`src/rtl/uart_cmd_decoder_if.sv`:
```
// Byte-in / frame-out bundle between the UART receiver, the command decoder
// and the payload buffer plus control logic that consume its results.
interface uart_cmd_decoder_if;
  logic [7:0] RX_Data_in;
  logic       RX_Data_Ready;
  logic [7:0] Cmd_out;
  logic [7:0] Len_out;
  logic [7:0] Payload_addr;
  logic [7:0] Payload_data;
  logic       Payload_we;
  logic       Frame_valid;
  logic       Frame_error;
  logic [1:0] Error_code;
  logic       Busy;

  modport slave (
    input  RX_Data_in, RX_Data_Ready,
    output Cmd_out, Len_out, Payload_addr, Payload_data, Payload_we,
           Frame_valid, Frame_error, Error_code, Busy
  );

  modport master (
    output RX_Data_in, RX_Data_Ready,
    input  Cmd_out, Len_out, Payload_addr, Payload_data, Payload_we,
           Frame_valid, Frame_error, Error_code, Busy
  );
endinterface

```
`src/rtl/uart_cmd_decoder.sv`:
```
// Parses SYNC/CMD/LEN/payload/CHK frames from the UART receive byte stream,
// writes payload bytes to an external buffer and reports frame accept/reject.
module uart_cmd_decoder #(
  parameter int MAX_LEN        = 16,
  parameter logic [7:0] SYNC_BYTE = 8'hA5,
  parameter int TIMEOUT_CYCLES = 100000,
  parameter int TIMEOUT_WIDTH  = 17
) (
  input logic clk,
  input logic reset,
  uart_cmd_decoder_if.slave bus
);

  typedef enum logic [2:0] {
    IDLE,
    CMD,
    LEN,
    PAYLOAD,
    CHECK
  } state_t;

  localparam logic [TIMEOUT_WIDTH-1:0] TIMEOUT_LAST = TIMEOUT_WIDTH'(TIMEOUT_CYCLES - 1);
  localparam logic [7:0] MAX_LEN_B = 8'(MAX_LEN);

  state_t                   state;
  logic                     ready_d;
  logic [7:0]               acc;
  logic [7:0]               idx;
  logic [7:0]               cmd_sh;
  logic [7:0]               len_sh;
  logic [TIMEOUT_WIDTH-1:0] tcnt;
  logic                     strobe;

  // ready_d resets high so a level already asserted at reset release is not a byte.
  assign strobe = bus.RX_Data_Ready & ~ready_d;

  always_ff @(posedge clk) begin
    state_t nxt;
    if (reset) begin
      state            <= IDLE;
      ready_d          <= 1'b1;
      acc              <= '0;
      idx              <= '0;
      cmd_sh           <= '0;
      len_sh           <= '0;
      tcnt             <= '0;
      bus.Cmd_out      <= '0;
      bus.Len_out      <= '0;
      bus.Payload_addr <= '0;
      bus.Payload_data <= '0;
      bus.Payload_we   <= 1'b0;
      bus.Frame_valid  <= 1'b0;
      bus.Frame_error  <= 1'b0;
      bus.Error_code   <= '0;
      bus.Busy         <= 1'b0;
    end else begin
      nxt = state;
      ready_d         <= bus.RX_Data_Ready;
      bus.Payload_we  <= 1'b0;
      bus.Frame_valid <= 1'b0;
      bus.Frame_error <= 1'b0;

      // A strobe always restarts the inter-byte timer, so it beats a coincident timeout.
      if (state == IDLE || strobe) begin
        tcnt <= '0;
      end else if (tcnt == TIMEOUT_LAST) begin
        tcnt            <= '0;
        bus.Frame_error <= 1'b1;
        bus.Error_code  <= 2'b11;
        nxt = IDLE;
      end else begin
        tcnt <= tcnt + 1'b1;
      end

      if (strobe) begin
        unique case (state)
          IDLE: begin
            if (bus.RX_Data_in == SYNC_BYTE) begin
              acc <= '0;
              idx <= '0;
              nxt = CMD;
            end
          end
          CMD: begin
            cmd_sh <= bus.RX_Data_in;
            acc    <= acc + bus.RX_Data_in;
            nxt = LEN;
          end
          LEN: begin
            if (bus.RX_Data_in > MAX_LEN_B) begin
              bus.Frame_error <= 1'b1;
              bus.Error_code  <= 2'b01;
              nxt = IDLE;
            end else if (bus.RX_Data_in == 8'd0) begin
              len_sh <= '0;
              nxt = CHECK;
            end else begin
              len_sh <= bus.RX_Data_in;
              acc    <= acc + bus.RX_Data_in;
              nxt = PAYLOAD;
            end
          end
          PAYLOAD: begin
            bus.Payload_we   <= 1'b1;
            bus.Payload_addr <= idx;
            bus.Payload_data <= bus.RX_Data_in;
            acc              <= acc + bus.RX_Data_in;
            idx              <= idx + 8'd1;
            if (idx == len_sh - 8'd1) begin
              nxt = CHECK;
            end
          end
          CHECK: begin
            if (bus.RX_Data_in == acc) begin
              bus.Frame_valid <= 1'b1;
              bus.Cmd_out     <= cmd_sh;
              bus.Len_out     <= len_sh;
            end else begin
              bus.Frame_error <= 1'b1;
              bus.Error_code  <= 2'b10;
            end
            nxt = IDLE;
          end
          default: nxt = IDLE;
        endcase
      end

      state    <= nxt;
      bus.Busy <= (nxt != IDLE);
    end
  end

endmodule

```
`src/flat_wrapper.sv`:
```
// flat-port wrapper written by rule: the top's interface ports become plain ports
module uart_cmd_decoder_flat 
#(
  parameter int MAX_LEN        = 16,
  parameter logic [7:0] SYNC_BYTE = 8'hA5,
  parameter int TIMEOUT_CYCLES = 100000,
  parameter int TIMEOUT_WIDTH  = 17
)
  (clk, reset, bus_RX_Data_in, bus_RX_Data_Ready, bus_Cmd_out, bus_Len_out, bus_Payload_addr, bus_Payload_data, bus_Payload_we, bus_Frame_valid, bus_Frame_error, bus_Error_code, bus_Busy);
  uart_cmd_decoder_if bus_i ();
  input logic clk;
  input logic reset;
  input wire logic [$bits(bus_i.RX_Data_in)-1:0] bus_RX_Data_in;
  input wire logic [$bits(bus_i.RX_Data_Ready)-1:0] bus_RX_Data_Ready;
  output wire logic [$bits(bus_i.Cmd_out)-1:0] bus_Cmd_out;
  output wire logic [$bits(bus_i.Len_out)-1:0] bus_Len_out;
  output wire logic [$bits(bus_i.Payload_addr)-1:0] bus_Payload_addr;
  output wire logic [$bits(bus_i.Payload_data)-1:0] bus_Payload_data;
  output wire logic [$bits(bus_i.Payload_we)-1:0] bus_Payload_we;
  output wire logic [$bits(bus_i.Frame_valid)-1:0] bus_Frame_valid;
  output wire logic [$bits(bus_i.Frame_error)-1:0] bus_Frame_error;
  output wire logic [$bits(bus_i.Error_code)-1:0] bus_Error_code;
  output wire logic [$bits(bus_i.Busy)-1:0] bus_Busy;
  assign bus_i.RX_Data_in = bus_RX_Data_in;
  assign bus_i.RX_Data_Ready = bus_RX_Data_Ready;
  assign bus_Cmd_out = bus_i.Cmd_out;
  assign bus_Len_out = bus_i.Len_out;
  assign bus_Payload_addr = bus_i.Payload_addr;
  assign bus_Payload_data = bus_i.Payload_data;
  assign bus_Payload_we = bus_i.Payload_we;
  assign bus_Frame_valid = bus_i.Frame_valid;
  assign bus_Frame_error = bus_i.Frame_error;
  assign bus_Error_code = bus_i.Error_code;
  assign bus_Busy = bus_i.Busy;
  uart_cmd_decoder #(.MAX_LEN(MAX_LEN), .SYNC_BYTE(SYNC_BYTE), .TIMEOUT_CYCLES(TIMEOUT_CYCLES), .TIMEOUT_WIDTH(TIMEOUT_WIDTH)) u_core (.clk(clk), .reset(reset), .bus(bus_i));
endmodule
```
`config.mk`:
```
export PLATFORM = sky130hd
export DESIGN_NAME = uart_cmd_decoder_flat
export DESIGN_NICKNAME = d
export VERILOG_FILES = /design/src/rtl/uart_cmd_decoder_if.sv /design/src/rtl/uart_cmd_decoder.sv /design/src/flat_wrapper.sv
export SDC_FILE = /design/constraint.sdc
export NUM_CORES = 1
export LEC_CHECK = 0
export ABC_CLOCK_PERIOD_IN_PS = 2150
export CAP_MARGIN = 30
export CORE_MARGIN = 2
export CORE_UTILIZATION = 55
export DETAILED_ROUTE_END_ITERATION = 8
export DONT_BUFFER_PORTS = 1
export PLACE_DENSITY = 0.73
export SLEW_MARGIN = 30
export SYNTH_ARGS = -nofsm -noshare
export SYNTH_HDL_FRONTEND = slang
export SYNTH_SLANG_ARGS = --single-unit
```
`constraint.sdc`:
```
create_clock -name clk -period 2.15 [get_ports clk]
set_clock_uncertainty 0.05 [all_clocks]
set_input_delay 0 -clock clk [delete_from_list [all_inputs] [get_ports clk]]
set_output_delay 0 -clock clk [all_outputs]
set_load 0.05 [all_outputs]
```
Yosys cells after proc, flatten, opt, wreduce, memory -nomap -nowiden. Index checks and enable logic that the tools add are counted.

Bits in registers: 91. Bits in latches: 0. RAM bits: 0. Bits in read-only memories: 0. Input bits: 11. Output and inout bits: 38. Logic and storage cells: 82. Memories kept: 0.

$add $sub $neg: 4. $mul: 0. Divide/modulo/power cells: 0. Magnitude comparators: 1. Eq/ne operators: 11. Shift-type cells: 0. Mux-type cells: 29. Bitwise logic cells: 5. Reduce and logical (&&, ||, !) cells: 16.

Operators with widths (number): 8-bit two-way mux (4); 3-bit two-way mux (8); 8-bit case mux with 3 select lines (1); 17-bit by 1-bit adder with 17-bit output (second input constant) (1); 17-bit == test (second input constant) (1); 8-bit == test (2); 8-bit case mux with 2 select lines (1); 3-bit case mux with 4 select lines (1); 2-bit two-way mux (5); 3-bit AND reduction (3); 8-bit by 1-bit adder with 8-bit output (second input constant) (1); 8-bit adder (1); 8-bit == test (second input constant) (1); 8-bit by 5-bit greater-than comparator with 1-bit output (second input constant) (1); 8-bit logical NOT (1); 8-bit by 1-bit subtractor with 8-bit output (second input constant) (1); 1-bit two-way mux (7); 3-bit by 2-bit == test with 1-bit output (second input constant) (2); 2-bit inequality test (second input constant) (3); 3-bit nonzero test (2); 3-bit OR reduction (2); 5-bit AND reduction (1); 1-bit inverter (4); 2-bit case mux with 2 select lines (1); other kinds (9) (11).

Longest topological paths before layout. Gate-level depths: netlist of the first run.

Depth after elaboration: 9. Gate-level depth with buffers: 8.

Least setup slack after synthesis of the first run. OpenSTA, ideal clock, no wires.

Kind: register to register. Start point: reg u_core.acc[5]. End point: reg u_core.bus.Cmd_out[7]. Setup time: 128 ps. Data arrival time: 1862 ps. Required time: 1972 ps. Path slack: 111 ps. Stages on the path, launching flop included: 8. Cells stage by stage: dfxtp_1 -> ha_1 -> nor4_1 -> nand4_1 -> nor2_2 -> buf_4 -> mux2i_1 -> nor2_1.

Word-level cells in the longest chain between the ends: 2.

Ends and longest elaborated chain: start: declaration (RTL line uart_cmd_decoder.sv:27) `logic [7:0] acc;`; start signal: assignment (RTL line uart_cmd_decoder.sv:86) `acc <= acc + bus.RX_Data_in;`; start signal: assignment (RTL line uart_cmd_decoder.sv:99) `acc <= acc + bus.RX_Data_in;`; start signal: assignment (RTL line uart_cmd_decoder.sv:107) `acc <= acc + bus.RX_Data_in;`; 8-bit == test (RTL line uart_cmd_decoder.sv:114) `if (bus.RX_Data_in == acc) begin`; 3-bit AND reduction (no line); end signal: assignment (RTL line uart_cmd_decoder.sv:116) `bus.Cmd_out <= cmd_sh;`; end: declaration (RTL line uart_cmd_decoder_if.sv:18) `output Cmd_out, Len_out, Payload_addr, Payload_data, Payload_we,`.

No other way between the ends. A chain may end at the register's enable or synchronous reset.

Final worst setup path of the first run.
Start point: reg u_core.len_sh[2]. End point: reg u_core.state[1].

Word-level cells in the longest chain between the ends: 6.

Ends and longest elaborated chain: start: declaration (RTL line uart_cmd_decoder.sv:30) `logic [7:0] len_sh;`; start signal: assignment (RTL line uart_cmd_decoder.sv:98) `len_sh <= bus.RX_Data_in;`; 8-bit by 1-bit subtractor with 8-bit output (RTL line uart_cmd_decoder.sv:109) `if (idx == len_sh - 8'd1) begin`; 8-bit == test (RTL line uart_cmd_decoder.sv:109); 3-bit two-way mux (RTL line uart_cmd_decoder.sv:109); 3-bit case mux with 4 select lines (RTL line uart_cmd_decoder.sv:76) `unique case (state)`; 3-bit two-way mux (RTL line uart_cmd_decoder.sv:75) `if (strobe) begin`; 3-bit two-way mux (RTL line uart_cmd_decoder.sv:39) `if (reset) begin`; end signal: assignment (RTL line uart_cmd_decoder.sv:128) `state <= nxt;`; end: declaration (RTL line uart_cmd_decoder.sv:25) `state_t state;`.

No other way between the ends. The select of a mux whose other input is x is not followed.

==> impl_metrics.toml, run 1 <==
[layout]
nFillCells = 645
area_growth_pct = 12.1
nets = 525
final_area_um2 = 4760
drive_above_1_share_pct = 11.0
final_util_pct = 62.6

[sta]
fmax_mhz = 471
fin_crit_ps = 2120
slew_headroom_pct = 61.9
fin_tns_setup_ps = 0
fin_crit_sh_pct = 98.8
finalSetupViolCount = 0
hold_viol = 0
slew_violations = 0
worstMarginPinSlew_ps = 564

[cts]
insertion_delay_ps = 390
clkTransAtPathRegs_ps = 100
h-tree-depth = 3
clock-root-buffer = "clkbuf_8"
numCtsBuffers = 9
tritoncts = "yes"
cts_max_path_buffers = 2
cts.sinks = 91

[power_and_ir_drop]
powerDensity_nw_per_um2 = 621
ir_worst_vdd_mv = 0.493
leakage_nw = 1.74

[setup_path]
crit_required_ps = 2360
cp_data_arrival_time_ps = 2330
ff2ff_setup_slack_ps = 30
worst-setup-path-type = "reg -> reg"
reg2reg_depth = 6
r2r_end = "u_core.state[1]"
start_kind = "register"
rr_startpoint = "u_core.len_sh[2]"
path_max_fanout = 7
end_kind = "register"

[logic_synthesis]
yosys_most_used_dff = "dfxtp_1"
mappedNetlistArea_um2 = 4250
avgSynthCellArea_um2 = 8.71
postSynthCellCount = 488
synth.top_cell.area_share_pct = 42.9
synth-seq-cells = 91
synth_warnings = 0
synth_edf_count = 0
synthDistinctLibCells = 61
syn_nets = 510
synth.area.top_cells = "dfxtp_1 (43%), mux2i_1 (6.8%), nor2_1 (5.8%)"
async_reset_ff_share_pct = 0
seq_area_frac_synth_pct = 42.9
synth_area_leader_cell = "dfxtp_1"

[floorplan]
start_util_pct = 55.9
chipWidth_um = 91.9
coreArea_um2 = 7610
rows = 32
io_pins = 49
die-area_um2 = 8450
die_h_um = 91.9

[drt]
drc = 0
dr_total_vias = 3533
viasPerCell = 5.78
drt_iter0_drc = 232
routed_wl_mm = 10.1
wire_per_inst_um = 16.4
firstDrtPassIters = 4
ant_nets = 0

[status]
status = "completed"

[placement]
dpl.hpwl_mm = 6.50
gp_congestion = 0.864
port_buffers = 0
placed_area_um2 = 4390

[global_routing]
grt_overflow_total = 0
grt_pass1_vias = 3429
grt_max_degree = 80
grt_pass1_wl_mm = 16.5
grtUsageTotal_pct = 24.7
antenna_found_initial = 1

[hold_path]
min_from = "bus_RX_Data_in[5]"
whs_path_depth = 4
hp-class = "in -> reg"
holdPathEnd = "u_core.acc[5]"

[flow_run]
drv_cap = 0
layout by cell type, fill, tap and decap left out, types with 2 or more instances in the layout:
cell type / netlist / layout
dfxtp_1: 91 / 90
nor2_1: 66 / 66
nand2_1: 54 / 54
a21oi_1: 39 / 39
mux2i_1: 29 / 29
nand3_1: 21 / 21
xor2_1: 21 / 21
buf_4: 1 / 15
dlygate4sd3_1: 0 / 11
nor3_1: 11 / 10
o21ai_0: 10 / 10
ha_1: 10 / 10
inv_1: 9 / 9
nand4_1: 9 / 9
clkbuf_8: 0 / 9
xnor2_1: 8 / 8
and2_1: 7 / 7
nand3b_1: 7 / 7
or2_2: 5 / 5
and3_1: 5 / 5
nand2b_1: 5 / 5
nor2b_1: 4 / 4
nor4b_1: 3 / 3
nor2_2: 3 / 3
nor4_2: 1 / 3
nor4bb_1: 2 / 2
nor3b_1: 2 / 2
mux2_2: 2 / 2
o2111ai_1: 2 / 2
a221oi_2: 2 / 2
a221oi_1: 2 / 2
o2bb2ai_1: 2 / 2
o22ai_1: 2 / 2
a21o_1: 2 / 2
inv_8: 0 / 2
inv_6: 0 / 2
clkinv_4: 0 / 2
cell usage after synthesis (2+ instances only):
cell type and count:
a21oi_1 39, mux2i_1 29, nand4_1 9, o22ai_1 2, xnor2_1 8, o2111ai_1 2
nand2_1 54, or2_2 5, nor3_1 11, clkbuf_1 18, and3_1 5, nor4_1 3
o2bb2ai_1 2, nand2b_1 5, or4_1 2, o21ai_0 10, inv_1 9, dfxtp_1 91
nor4b_1 3, a221oi_2 2, mux2_2 2, nor4bb_1 2, and2_1 7, a21o_1 2
nand3_1 21, xor2_1 21, nor2b_1 4, nand3b_1 7, nor2_1 66, nor3b_1 2
a221oi_1 2, nor2_2 3, buf_2 3, ha_1 10
routing by layer:
metal	GRT usage (%)	part of all wire (%)	vias to the layer above
li1	-	-	1741
met1	30.0	42	1666
met2	39.7	47	100
met3	8.79	7.5	26
met4	10.7	3.0	0
met5	0	0	-
worst max-delay path by stage:
stage               slack (ps)             start                endpoint
floorplan                  110     u_core.acc[5]   u_core.bus.Cmd_out[7]
global placement           190  u_core.len_sh[1]         u_core.state[0]
detailed placement          90  u_core.len_sh[1]         u_core.state[0]
CTS                         30     u_core.acc[5]  u_core.bus.Frame_valid
global route               -40  u_core.len_sh[0]         u_core.state[0]
finish                      30  u_core.len_sh[2]         u_core.state[1]
registers in the layout, indices dropped and copies added, names as in the netlist:
signal	flops
u_core.len_sh	8
u_core.tcnt	17
u_core.bus.Busy	1
u_core.bus.Len_out	8
u_core.idx	8
u_core.bus.Error_code	2
u_core.acc	8
u_core.cmd_sh	8
u_core.bus.Cmd_out	8
u_core.bus.Payload_we	1
u_core.bus.Payload_data	8
u_core.bus.Frame_valid	1
u_core.ready_d	1
u_core.bus.Frame_error	1
u_core.bus.Payload_addr	8
u_core.state	3
power by group:
| group | internal, W | switching, W | leakage [nW] |
|---|---|---|---|
| registers | 0.00169 | 0.000000859 | 0.733 |
| logic | 0.0000383 | 0.0000672 | 0.909 |
| clock network | 0.000464 | 0.000702 | 0.101 |
| total | 0.00219 | 0.000770 | 1.74 |
critical path: stages, from the launching register on:
cell	delay [ps]
dfxtp_1	390
or4_4	520
nor4_2	280
a311oi_1	110
a2111oi_2	400
buf_4	180
o22ai_1	70
timing repair:
action                     in CTS  in global routing
setup buffers                   0                  2
gates resized for setup         0                  5
setup endpoints to repair       0                  4
hold buffers                   12                  0
hold endpoints to repair       91                  0
metrics by stage:
step,instances,setup WS (ps),hold slack [ps],total power [W]
after global placement,580,191,27.8,0.00177
after CTS,608,33.3,6.43,0.00298
after floorplan,488,111,56.6,0.00178
final,611,26.2,29.3,0.00296
after detailed placement,580,87.0,28.4,0.00177
after global routing,611,-39.7,79.9,0.00305
final cells by class:
type	count	area (µm²)	area share [%]
multi-input cells	364	2310	48.5
flip-flops and latches	91	1820	38.3
repair buffers	28	270	5.67
well taps	102	128	2.68
clock buffers	9	124	2.60
clock inverters	7	73.8	1.55
inverters	9	33.8	0.709
diodes	1	2.50	0.0525
kinds of logic (layout without fill, tap and decap cells):
logic type	Yosys count	in the layout	synth area share, %
buf+inv	33	53	3.30
fa+ha+maj	11	11	3.41
simple gates	215	215	25.0
compound gates	78	78	12.1
other cells	0	1	0
xor+xnor	29	29	5.98
flops	91	91	42.9
mux	31	31	7.36
Power figures use the tool's default switching activity.
==> run 2, diff against run 1 <==
- SETUP_SLACK_MARGIN: not set -> 0.5
==> run 2 against run 1 <==
Effect of this change: the flow now finishes with violations (hold timing); final area rose by 10%; non-clock buffer count rose by 7; first-iteration DRC count rose by 20%; combinational power fell by 29%; global-route usage fell by 0.85 points; largest cell class unchanged.
==> impl_metrics.toml, run 2 (synthesis results as in run 1) <==
[cts]
tritoncts = "yes"
clock-root-buffer = "clkbuf_8"
cts_max_path_buffers = 2
cts.hold.buffers_added = 3
cts.sinks = 91
insertion_delay_ps = 360
clkTransAtPathRegs_ps = 100
h-tree-depth = 3
numCtsBuffers = 9

[setup_path]
r2r_end = "u_core.state[1]"
reg2reg_depth = 5
rr_startpoint = "u_core.len_sh[2]"
crit_required_ps = 2350
ff2ff_setup_slack_ps = 240
cp_data_arrival_time_ps = 2120
path_max_fanout = 7
start_kind = "register"
end_kind = "register"
cp-startpoint = "u_core.len_sh[2]"
endpoint = "u_core.state[1]"
worst-setup-path-type = "reg -> reg"

[floorplan]
coreArea_um2 = 7610
io_pins = 49
start_util_pct = 55.9
chipWidth_um = 91.9
rows = 32
die-area_um2 = 8450
die_h_um = 91.9

[sta]
finalSetupViolCount = 0
hold_viol = 90
worstMarginPinSlew_ps = 606
fin_hold_ws_ps = -347
slew_headroom_pct = 59.0
rsz0062_at_grt = "true"
fin_crit_ps = 1910
fin_tns_setup_ps = 0
fin_crit_sh_pct = 89.0
fmax_mhz = 523
slew_violations = 0

[layout]
top_register = "u_core.tcnt"
area_growth_pct = 23.7
n_antenna_cell = 0
final_cell_mix = "dfxtp_1 (76), nor2_1 (63), nand2_1 (51), a21oi_1 (35), mux2i_1 (27)"
final_common_cell = "dfxtp_1"
drive_above_1_share_pct = 25.4
nFillCells = 578
final_area_um2 = 5260
largest_register_ffs = 17
nets = 533

[hold_path]
min_from = "reset"
hp-class = "in -> reg"

[global_routing]
grt_pass1_vias = 3397
grt_overflow_total = 0
antenna_found_initial = 0
grt_max_degree = 80
grtUsageTotal_pct = 23.9
grt_pass1_wl_mm = 16.2

[power_and_ir_drop]
ir_worst_vdd_mv = 0.392
powerDensity_nw_per_um2 = 554
total_power_w = 0.00291
leakage_nw = 1.88

[drt]
drc = 0
drt_iter0_drc = 279
dr_total_vias = 3577
firstDrtPassIters = 4
routed_wl_mm = 10.6
viasPerCell = 5.79
ant_nets = 0
wire_per_inst_um = 17.1

[placement]
gp_congestion = 0.874
placed_area_um2 = 4400
port_buffers = 0
dpl.hpwl_mm = 6.36

[flow_run]
drv_cap = 0

[status]
status = "finished with violations"
violations = "hold timing"
-- run 2: cell count changes in the layout (fill, tap and decap cells not counted), moves of 7 or more --
cell,previous run,this run
ha_4,0,8
buf_4,15,23
buf_6,0,7
dlygate4sd3_1,11,3
ha_1,10,1
dfxtp_2,1,11
dfxtp_1,90,76
-- run 2: final cells by class --
| cell class | instances | area (µm²) | area share (%) |
|---|---|---|---|
| multi-input combinational | 365 | 2710 | 51.6 |
| inverter | 9 | 33.8 | 0.643 |
| sequential | 91 | 1850 | 35.2 |
| clock inverter | 7 | 81.3 | 1.55 |
| clock buffer | 9 | 124 | 2.36 |
| tap | 102 | 128 | 2.43 |
| timing repair buffer | 35 | 327 | 6.21 |
-- run 2: power by group --
part | internal [W] | leakage [nW] | switching, W
registers | 0.00168 | 0.741 | 0.00000174
clock network | 0.000462 | 0.103 | 0.000694
logic | 0.0000389 | 1.04 | 0.0000364
total | 0.00218 | 1.88 | 0.000733
-- run 2: worst min-delay path by stage --
stage,endpoint,slack [ps],depth (start not counted)
finish,u_core.acc[1],-350,1
global route,u_core.acc[1],-370,1
CTS,u_core.acc[1],-370,1
detailed placement,u_core.acc[3],30,1
global placement,u_core.acc[1],20,1
floorplan,u_core.ready_d,60,1
-- run 2: repair_timing --
action / CTS / global route
endpoints found under the hold margin: 91 / 90
gates cloned: 1 / 1
endpoints found under the setup margin: 83 / 60
gates resized for setup: 47 / 45
setup buffers: 9 / 14
pin swaps: 24 / 30
-- run 2: layer usage --
layer | vias up | share of wire (%) | routed length, µm | GRT usage (%)
li1 | 1759 | - | - | -
met2 | 86 | 50 | 5270 | 39.9
met1 | 1720 | 44 | 4650 | 30.4
met3 | 12 | 4.8 | 512 | 5.83
met4 | 0 | 1.3 | 133 | 7.71
met5 | - | 0 | 0 | 0
-- run 2: critical path, stage by stage, from the launching register on --
cell       delay (ps)
dfxtp_1           390
or4_4             540
nor2_2            130
a311oi_2          140
a2111oi_4         430
o22ai_1           130
-- run 2: stage by stage --
| stage | std cells | util [%] | worst slack, ps |
|---|---|---|---|
| 3_3_place_gp | 574 | 57.8 | 189 |
| 3_5_place_dp | 574 | 57.8 | 119 |
| 2_1_floorplan | 488 | - | 290 |
| 5_1_grt | 618 | 69.1 | 170 |
| 4_1_cts | 603 | 64.9 | 152 |
| 6_report | 618 | 69.1 | 237 |
